### config.mk
export PLATFORM = sky130hd
export DESIGN_NAME = video_line_fetch
export DESIGN_NICKNAME = d
export VERILOG_FILES = /design/src/rtl/video_line_fetch.sv
export SDC_FILE = /design/constraint.sdc
export NUM_CORES = 2
export LEC_CHECK = 0
export BUFFER_PORTS_ARGS = -buffer_cell sky130_fd_sc_hd__buf_2
export CAP_MARGIN = 10
export CORE_MARGIN = 1.5
export CORE_UTILIZATION = 55
export CTS_BUF_LIST = sky130_fd_sc_hd__clkbuf_16
export DETAILED_ROUTE_END_ITERATION = 10
export PLACE_DENSITY = 0.78
export SETUP_SLACK_MARGIN = 0.4
export SYNTH_ARGS = -nofsm -noshare
export SYNTH_HDL_FRONTEND = slang
export SYNTH_SLANG_ARGS = --single-unit
### constraint.sdc
create_clock -name clk_logic -period 6.1 [get_ports clk_logic]
set_input_delay 0.305 -clock clk_logic [delete_from_list [all_inputs] [get_ports clk_logic]]
set_output_delay 0.305 -clock clk_logic [all_outputs]
set_load 0.005 [all_outputs]
### src/rtl/video_line_fetch.sv
// video_line_fetch: fetches one video line from a shadow-memory video port
// into the back half of a double-buffered line store, while a consumer reads
// the front half. A swap exchanges front and back. If a swap is requested
// during a fetch, it is deferred until that fetch completes.
//
// Ports:
//   clk_logic, system_reset_n    sole clock, synchronous active-low reset
//   line_start_i, line_base_i,   start a fetch of line_words_i 32-bit words
//   line_words_i, line_bank_i    from byte address line_base_i in bank line_bank_i
//   swap_i                       exchange front and back buffers
//   video_rd_o, video_address_o, read request to the video port
//   video_bank_o
//   video_data_i,                read data and its valid strobe
//   video_data_valid_i
//   rd_index_i, rd_data_o        consumer read of the front buffer (1-cycle latency)
//   busy_o, done_o,              fetch status; done_o pulses once per completed line
//   timeout_err_o                sticky: some request was never answered
module video_line_fetch #(
  parameter int unsigned BUF_DEPTH      = 32,
  parameter int unsigned TIMEOUT_CYCLES = 64,
  localparam int unsigned IW = (BUF_DEPTH > 1) ? $clog2(BUF_DEPTH) : 1
) (
  input  logic          clk_logic,
  input  logic          system_reset_n,
  input  logic          line_start_i,
  input  logic [15:0]   line_base_i,
  input  logic [6:0]    line_words_i,
  input  logic          line_bank_i,
  input  logic          swap_i,
  output logic          video_rd_o,
  output logic [15:0]   video_address_o,
  output logic          video_bank_o,
  input  logic [31:0]   video_data_i,
  input  logic          video_data_valid_i,
  input  logic [IW-1:0] rd_index_i,
  output logic [31:0]   rd_data_o,
  output logic          busy_o,
  output logic          done_o,
  output logic          timeout_err_o
);

  localparam int unsigned TW = (TIMEOUT_CYCLES > 1) ? $clog2(TIMEOUT_CYCLES) : 1;

  typedef enum logic [1:0] {S_IDLE, S_REQ, S_GAP, S_DRAIN} state_e;

  state_e          state_q, state_d;
  logic [15:0]     base_q, base_d;
  logic            bank_q, bank_d;
  logic [6:0]      cnt_q, cnt_d;
  logic [IW-1:0]   wi_q, wi_d;
  logic            fill_q, fill_d;
  logic [TW-1:0]   to_q, to_d;
  logic            front_q, front_d;
  logic            pend_q, pend_d;
  logic            rd_q, rd_d;
  logic [15:0]     addr_q, addr_d;
  logic            busy_q, busy_d;
  logic            done_q, done_d;
  logic            err_q, err_d;
  logic [31:0]     rdat_q, rdat_d;

  logic [31:0]     mem0_q [BUF_DEPTH];
  logic [31:0]     mem1_q [BUF_DEPTH];

  logic            fin;
  logic            wr_en;
  logic            err_set;
  logic            tmo_hit;
  logic            resp;
  logic            start_nz;
  logic [6:0]      cnt_in;

  // Requested length, clamped to the buffer depth
  assign cnt_in   = (line_words_i > 7'(BUF_DEPTH)) ? 7'(BUF_DEPTH) : line_words_i;
  assign start_nz = (cnt_in != 7'd0);
  assign tmo_hit  = (to_q == TW'(TIMEOUT_CYCLES - 1));
  // A response is either real read data or an expired wait
  assign resp     = video_data_valid_i || tmo_hit;

  // State register
  always_ff @(posedge clk_logic) begin
    if (!system_reset_n) state_q <= S_IDLE;
    else                 state_q <= state_d;
  end

  // Next-state and fetch bookkeeping
  always_comb begin
    state_d = state_q;
    base_d  = base_q;
    bank_d  = bank_q;
    cnt_d   = cnt_q;
    wi_d    = wi_q;
    fill_d  = fill_q;
    to_d    = to_q;
    fin     = 1'b0;
    wr_en   = 1'b0;
    err_set = 1'b0;

    // A new line may be started from any state; the last start always wins.
    // In IDLE a simultaneous swap lands first, so the fill target is the old front.
    if (line_start_i) begin
      base_d = line_base_i & 16'hFFFE;
      bank_d = line_bank_i;
      cnt_d  = cnt_in;
      wi_d   = '0;
      fill_d = (state_q == S_IDLE && swap_i) ? front_q : ~front_q;
    end

    case (state_q)
      S_IDLE: begin
        if (line_start_i) begin
          if (start_nz) state_d = S_REQ;
          else          fin     = 1'b1;
        end
      end
      S_REQ: begin
        if (line_start_i) begin
          // The old request is still outstanding. If it answers in this same
          // cycle, drop it now; otherwise wait it out in DRAIN.
          if (resp) begin
            to_d = '0;
            if (start_nz) state_d = S_REQ;
            else begin
              state_d = S_IDLE;
              fin     = 1'b1;
            end
          end else begin
            to_d    = to_q + 1'b1;
            state_d = S_DRAIN;
          end
        end else if (resp) begin
          wr_en   = 1'b1;
          err_set = ~video_data_valid_i;
          to_d    = '0;
          if (7'(wi_q) + 7'd1 < cnt_q) begin
            wi_d    = wi_q + 1'b1;
            state_d = S_GAP;
          end else begin
            state_d = S_IDLE;
            fin     = 1'b1;
          end
        end else begin
          to_d = to_q + 1'b1;
        end
      end
      S_GAP: begin
        if (line_start_i && !start_nz) begin
          state_d = S_IDLE;
          fin     = 1'b1;
        end else begin
          state_d = S_REQ;
        end
      end
      S_DRAIN: begin
        // Swallow the stale answer (or its timeout) without writing or flagging
        if (resp) begin
          to_d = '0;
          if (cnt_d != 7'd0) state_d = S_REQ;
          else begin
            state_d = S_IDLE;
            fin     = 1'b1;
          end
        end else begin
          to_d = to_q + 1'b1;
        end
      end
      default: state_d = S_IDLE;
    endcase
  end

  // Registered outputs, buffer select and consumer read
  always_comb begin
    rd_d    = (state_d == S_REQ);
    busy_d  = (state_d != S_IDLE);
    done_d  = fin;
    addr_d  = base_d + (16'(wi_d) << 1);
    err_d   = err_q | err_set;
    front_d = front_q;
    pend_d  = pend_q;
    if (state_q == S_IDLE) begin
      front_d = front_q ^ swap_i;
    end else if (fin) begin
      // Deferred swaps (any number of them) land together with done
      front_d = front_q ^ (pend_q | swap_i);
      pend_d  = 1'b0;
    end else begin
      pend_d  = pend_q | swap_i;
    end
    rdat_d  = front_q ? mem1_q[rd_index_i] : mem0_q[rd_index_i];
  end

  // Datapath registers
  always_ff @(posedge clk_logic) begin
    if (!system_reset_n) begin
      base_q  <= '0;
      bank_q  <= 1'b0;
      cnt_q   <= '0;
      wi_q    <= '0;
      fill_q  <= 1'b0;
      to_q    <= '0;
      front_q <= 1'b0;
      pend_q  <= 1'b0;
      rd_q    <= 1'b0;
      addr_q  <= '0;
      busy_q  <= 1'b0;
      done_q  <= 1'b0;
      err_q   <= 1'b0;
      rdat_q  <= '0;
    end else begin
      base_q  <= base_d;
      bank_q  <= bank_d;
      cnt_q   <= cnt_d;
      wi_q    <= wi_d;
      fill_q  <= fill_d;
      to_q    <= to_d;
      front_q <= front_d;
      pend_q  <= pend_d;
      rd_q    <= rd_d;
      addr_q  <= addr_d;
      busy_q  <= busy_d;
      done_q  <= done_d;
      err_q   <= err_d;
      rdat_q  <= rdat_d;
    end
  end

  // Line buffers; a timed-out word is stored as zero
  always_ff @(posedge clk_logic) begin
    if (wr_en && system_reset_n) begin
      if (fill_q) mem1_q[wi_q] <= video_data_valid_i ? video_data_i : 32'h0;
      else        mem0_q[wi_q] <= video_data_valid_i ? video_data_i : 32'h0;
    end
  end

  assign video_rd_o      = rd_q;
  assign video_address_o = addr_q;
  assign video_bank_o    = bank_q;
  assign rd_data_o       = rdat_q;
  assign busy_o          = busy_q;
  assign done_o          = done_q;
  assign timeout_err_o   = err_q;

endmodule

-- Yosys cells after proc, flatten, opt, wreduce, memory -nomap -nowiden
Memories as Yosys holds them, arrays and structs flattened.
Cells that the tools add are included.
- flip-flop bits (word level): 92
- RAM bits: 2048
- output and inout bits: 53
- memories kept: 2
- add/subtract/negate cells: 4
- $lt $le $gt $ge: 2
- equal/unequal tests: 5
- mux-type cells: 48
- bitwise logic cells: 6
- reduce and logical (&&, ||, !) cells: 11
- memory list (memory ; words ; bits a word ; rd ports ; clocked after memory_dff ; wr ports ; RTL line ; text):
    mem0_q ; 32 ; 32 ; 1 ; 0 ; 1 ; 62 ; logic [31:0] mem0_q [BUF_DEPTH];
    mem1_q ; 32 ; 32 ; 1 ; 0 ; 1 ; 63 ; logic [31:0] mem1_q [BUF_DEPTH];
- operator list (operator ; count):
    $mux 32 ; 2
    $mux 1 ; 28
    $mux 5 ; 5
    $add 16x6->16 ; 1
    $mux 16 ; 1
    $mux 2 ; 7
    $mux 7 ; 2
    $reduce_bool 7->1 ; 2
    $pmux 2 s4 ; 1
    $gt 7x6->1 const B ; 1
    $lt 6x7->1 ; 1
    $add 5x1->6 const B ; 1
    $add 6x1->6 const B ; 1
    $eq 6x6->1 const B ; 1
    $mux 6 ; 1
    $add 5x1->5 const B ; 1
    $eq 2x1->1 const B ; 2
    $eq 2x2->1 const B ; 2
    $pmux 1 s4 ; 1
    $reduce_bool 2->1 ; 2
    $logic_and 1x1->1 ; 3
    $logic_not 2->1 ; 1
    $not 1->1 ; 2
    $or 1x1->1 ; 2
    4 further kinds ; 5

-- Longest topological paths before layout
- depth in word-level cells: 9
- depth in mapped cells: 19
- depth with buffers taken out: 19

-- Worst setup path before layout
Ideal clock, no wire load.
- path type: reg2reg
- from: register wi_q[2]
- to: register addr_q[15], in the netlist video_address_o[15]
- arrival time: 4.096 ns
- setup slack: 1.883 ns
- stages on the path, launching flop included: 18
- path buffers: 1
- cell sequence: dfxtp_1 > clkbuf_1 > nand3_1 > xnor2_1 > ha_1 > a21oi_1 > o22ai_1 > a21oi_1 > nand2_1 > mux2i_1 > or2_2 > fa_1 > nor2b_1 > o21ai_0 > a21boi_0 > o211ai_1 > nor4b_1 > mux2_2
- cells in the longest elaborated chain, start to end: 7
- ends and longest elaborated chain (item ; RTL line ; text):
    start: declaration ; 50 ; logic [IW-1:0] wi_q, wi_d;
    start signal: assignment ; 213 ; wi_q <= wi_d;
    $add 5x1->6 ; 135 ; if (7'(wi_q) + 7'd1 < cnt_q) begin
    $lt 6x7->1 ; 135 ;
    $mux 5 ; 135 ;
    $mux 5 ; 131 ; end else if (resp) begin
    $mux 5 ; 117 ; if (line_start_i) begin
    $mux 5 (*) ; 109 ; case (state_q)
    $add 16x6->16 (*) ; 176 ; addr_d = base_d + (16'(wi_d) << 1);
    end signal: assignment ; 219 ; addr_q <= addr_d;
    end: declaration ; 56 ; logic [15:0] addr_q, addr_d;
Every way passes the cells marked *; elsewhere a longest branch is shown, timed or not.
A chain may end at the register's enable or synchronous reset.

-- Worst setup path after layout
- from: register wi_q[1]
- to: register addr_q[15], in the netlist video_address_o[15]
Same word-level chain as after synthesis.

==> impl_metrics.py <==
metrics = {
    "outcome": {
        "status": "finished, final reports clean",
    },
    "drt": {
        "routed_via_density": 6.73,
        "drt_first_iter_violations": 5762,
        "num_vias": 40563,
        "first_pass_iters": 5,
        "ant_nets": 0,
        "drt-total-wl_um": 210000,
        "post-route-drc-count": 0,
        "wl_per_cell_um": 34.8,
    },
    "yosys": {
        "synth_edf_count": 2048,
        "async_flop_share_pct": 0,
        "yosysSeqAreaShare_pct": 77.2,
        "synth_seq_cells": 2138,
        "synthesis.area_um2": 82000,
        "ys_warn_count": 0,
        "syn_area_per_cell_um2": 22.7,
        "postSynthCellCount": 3618,
        "syn_nets": 3701,
        "synth_cell_types": 60,
        "synth_flop_cell": "edfxtp_1",
    },
    "setup_path": {
        "cp.arrival_ns": 5.74,
        "startpoint_type": "flop",
        "path_cells": "ha_1 -> nand3_1 -> xnor2_1 -> ha_1 -> a21oi_1 -> o22ai_1 -> a21oi_1 -> nand2_1 -> mux2i_1 -> or2_2 -> fa_1 -> nor2b_1 -> o21ai_0 -> a21boi_0 -> o211ai_1 -> nor4b_1 -> mux2_2",
        "cp.required_ns": 6.81,
        "cpPeakStageDelay_ns": 0.49,
        "cp_max_fo": 6,
        "critPathKind": "flop to flop",
        "cp-end-kind": "flop",
        "critPathSlowestCell": "a21boi_0",
    },
    "cts": {
        "path_clk_slew_ns": 0.06,
        "cts_made_buffers": 199,
        "post_cts_buffers": 0,
        "cts_tree": "built",
        "clk_root_buffer_cell": "clkbuf_16",
        "htree_levels": 4,
        "cts_sinks": 2138,
        "max-clock-path-buffers": 3,
        "clock_latency_ns": 0.85,
    },
    "timing": {
        "setup_viol": 0,
        "fin_tns_setup_ns": 0,
        "final-hold-violation-count": 0,
        "fin_crit_sh_pct": 82.4,
        "rsz0062_at_grt": "no",
        "relSlewSlack_pct": 9.54,
        "skew_ns": 0.0340,
        "worstMarginPinSlew_ns": 1.35,
        "post-route-min-period_ns": 5.03,
        "max_freq_mhz": 199,
        "finalMaxSlewViolations": 0,
    },
    "finish": {
        "syn2layout_area_growth_pct": 13.6,
        "nets": 4007,
        "drive_above_1_share_pct": 31.0,
        "layout_commonest_cell": "edfxtp_1",
        "final_cell_mix": "edfxtp_1 (2,048), mux4_2 (580), clkbuf_16 (203)",
        "fill_cells": 9303,
        "final_util_pct": 63.0,
        "fin_cells": 6030,
    },
    "placed_design": {
        "place_congestion": 0.814,
        "port_buffers": 116,
        "hpwl_um": 111000,
        "dp_cells": 5610,
    },
    "die": {
        "start_util_pct": 55.4,
        "die_w_um": 389,
        "core.rowCount": 141,
        "die_y_um": 389,
        "core-area_um2": 148000,
        "die_area_um2": 151000,
        "pin_count": 119,
    },
    "power_and_ir_drop": {
        "ir_worst_vdd_v": 0.000277,
        "p_leak_nw": 28.1,
        "power_density_nw_per_um2": 327,
    },
    "worst_hold_path": {
        "worstHoldPathType": "primary input to flop",
    },
    "global_route": {
        "grt_max_degree": 89,
        "grt_pass1_vias": 41657,
        "antenna_found_initial": 11,
        "grt_usage_pct": 27.9,
        "grt_pass1_wl_um": 298000,
        "overflow": 0,
    },
    "run": {
        "maxCapViolations": 0,
    },
}
[critical path: cells and delay by family (launching register included)]
| family | cells | cell delay [ns] |
|---|---|---|
| multiplexers | 2 | 0.59 |
| flip-flops | 1 | 0.43 |
| AND/OR/NAND/NOR | 5 | 1.24 |
| adder cells (fa/ha/maj) | 3 | 1.01 |
| XOR/XNOR | 1 | 0.16 |
| AO/OA/AOI/OAI | 6 | 1.47 |
[routing by layer]
metal  track usage, %  routed length [um]  vias up
met4             10.8                8500       14
met1             36.4               71700    21221
met5                0                  95        -
met3             6.99               24900      534
li1                 -                   -    15887
met2             45.6              104000     2907
[per-stage QoR]
| stage | worst slack [ns] | hold WS, ns | area (um^2) | total power [W] |
|---|---|---|---|---|
| 3_5_place_dp | 1.20 | 0.481 | 85800 | 0.0179 |
| 6_report | 1.07 | 0.0142 | 93100 | 0.0304 |
| 5_1_grt | 0.622 | 0.0117 | 93100 | 0.0311 |
| 4_1_cts | 1.15 | 0.0363 | 92900 | 0.0305 |
| 3_3_place_gp | 1.27 | 0.457 | 85800 | 0.0178 |
| 2_1_floorplan | 1.88 | 0.454 | 82000 | 0.0173 |
[logic make-up (layout without fill, tap and decap cells)]
family,Yosys count,count (layout),synth area share [%]
and+or+nand+nor,335,335,2.07
xor gates and xnor gates,16,16,0.171
other,1,4,0.00457
muxes,692,692,17.3
AOI/OAI and AO/OA,212,212,1.69
DFF,2138,2138,77.2
adders and majority gates,17,17,0.269
buffers and inverters,207,686,1.23
[final timing paths]
| kind | start | depth (start not counted) | end | slack, ns |
|---|---|---|---|---|
| min reg2reg | timeout_err_o | 1 | timeout_err_o | 0.48 |
| max | wi_q[1] | 17 | video_address_o[15] | 1.07 |
| max reg2reg | wi_q[1] | 17 | video_address_o[15] | 1.07 |
| min | video_data_i[13] | 2 | mem0_q[17][13] | 0.01 |
[synth_stat cells, types with 49 or more instances]
cell type  count  area share [%]
a21oi_1       50            0.31
and2_1        49            0.37
buf_2         60            0.37
clkbuf_1      71            0.33
dfxtp_1       90             2.2
edfxtp_1    2048              75
mux2i_1       85             1.0
mux4_2       580              16
nand2_1       59            0.27
nor2_1       104            0.48
nor2b_1       54            0.41
[layout make-up]
| cell class | count | area, um^2 | share of cell area, % |
|---|---|---|---|
| Antenna cell | 3 | 7.51 | 0.00806 |
| Tap cell | 1930 | 2410 | 2.59 |
| Multi-Input combinational cell | 1273 | 18200 | 19.5 |
| Clock inverter | 171 | 1660 | 1.78 |
| Sequential cell | 2138 | 63300 | 68.0 |
| Clock buffer | 203 | 5080 | 5.46 |
| Inverter | 18 | 67.6 | 0.0726 |
| Timing Repair Buffer | 294 | 2410 | 2.59 |
[flip-flops by register name (all words and copies together) (netlist names), 2 cells and up]
signal           count
mem0_q            1024
mem1_q            1024
rd_data_o           32
base_q              15
video_address_o     15
cnt_q                7
to_q                 6
wi_q                 5
state_q              2
[power by group]
group / internal, W / switching, W / total [W]
sequential: 0.0161 / 0.0000317 / 0.0162
combinational: 0.000557 / 0.000897 / 0.00145
clock: 0.00730 / 0.00552 / 0.0128
[repair_timing]
| action | CTS | global route |
|---|---|---|
| resized for setup | 0 | 0 |
| hold endpoints to repair | 44 | 0 |
| hold buffers | 31 | 0 |
Power figures use the tool's default switching activity.
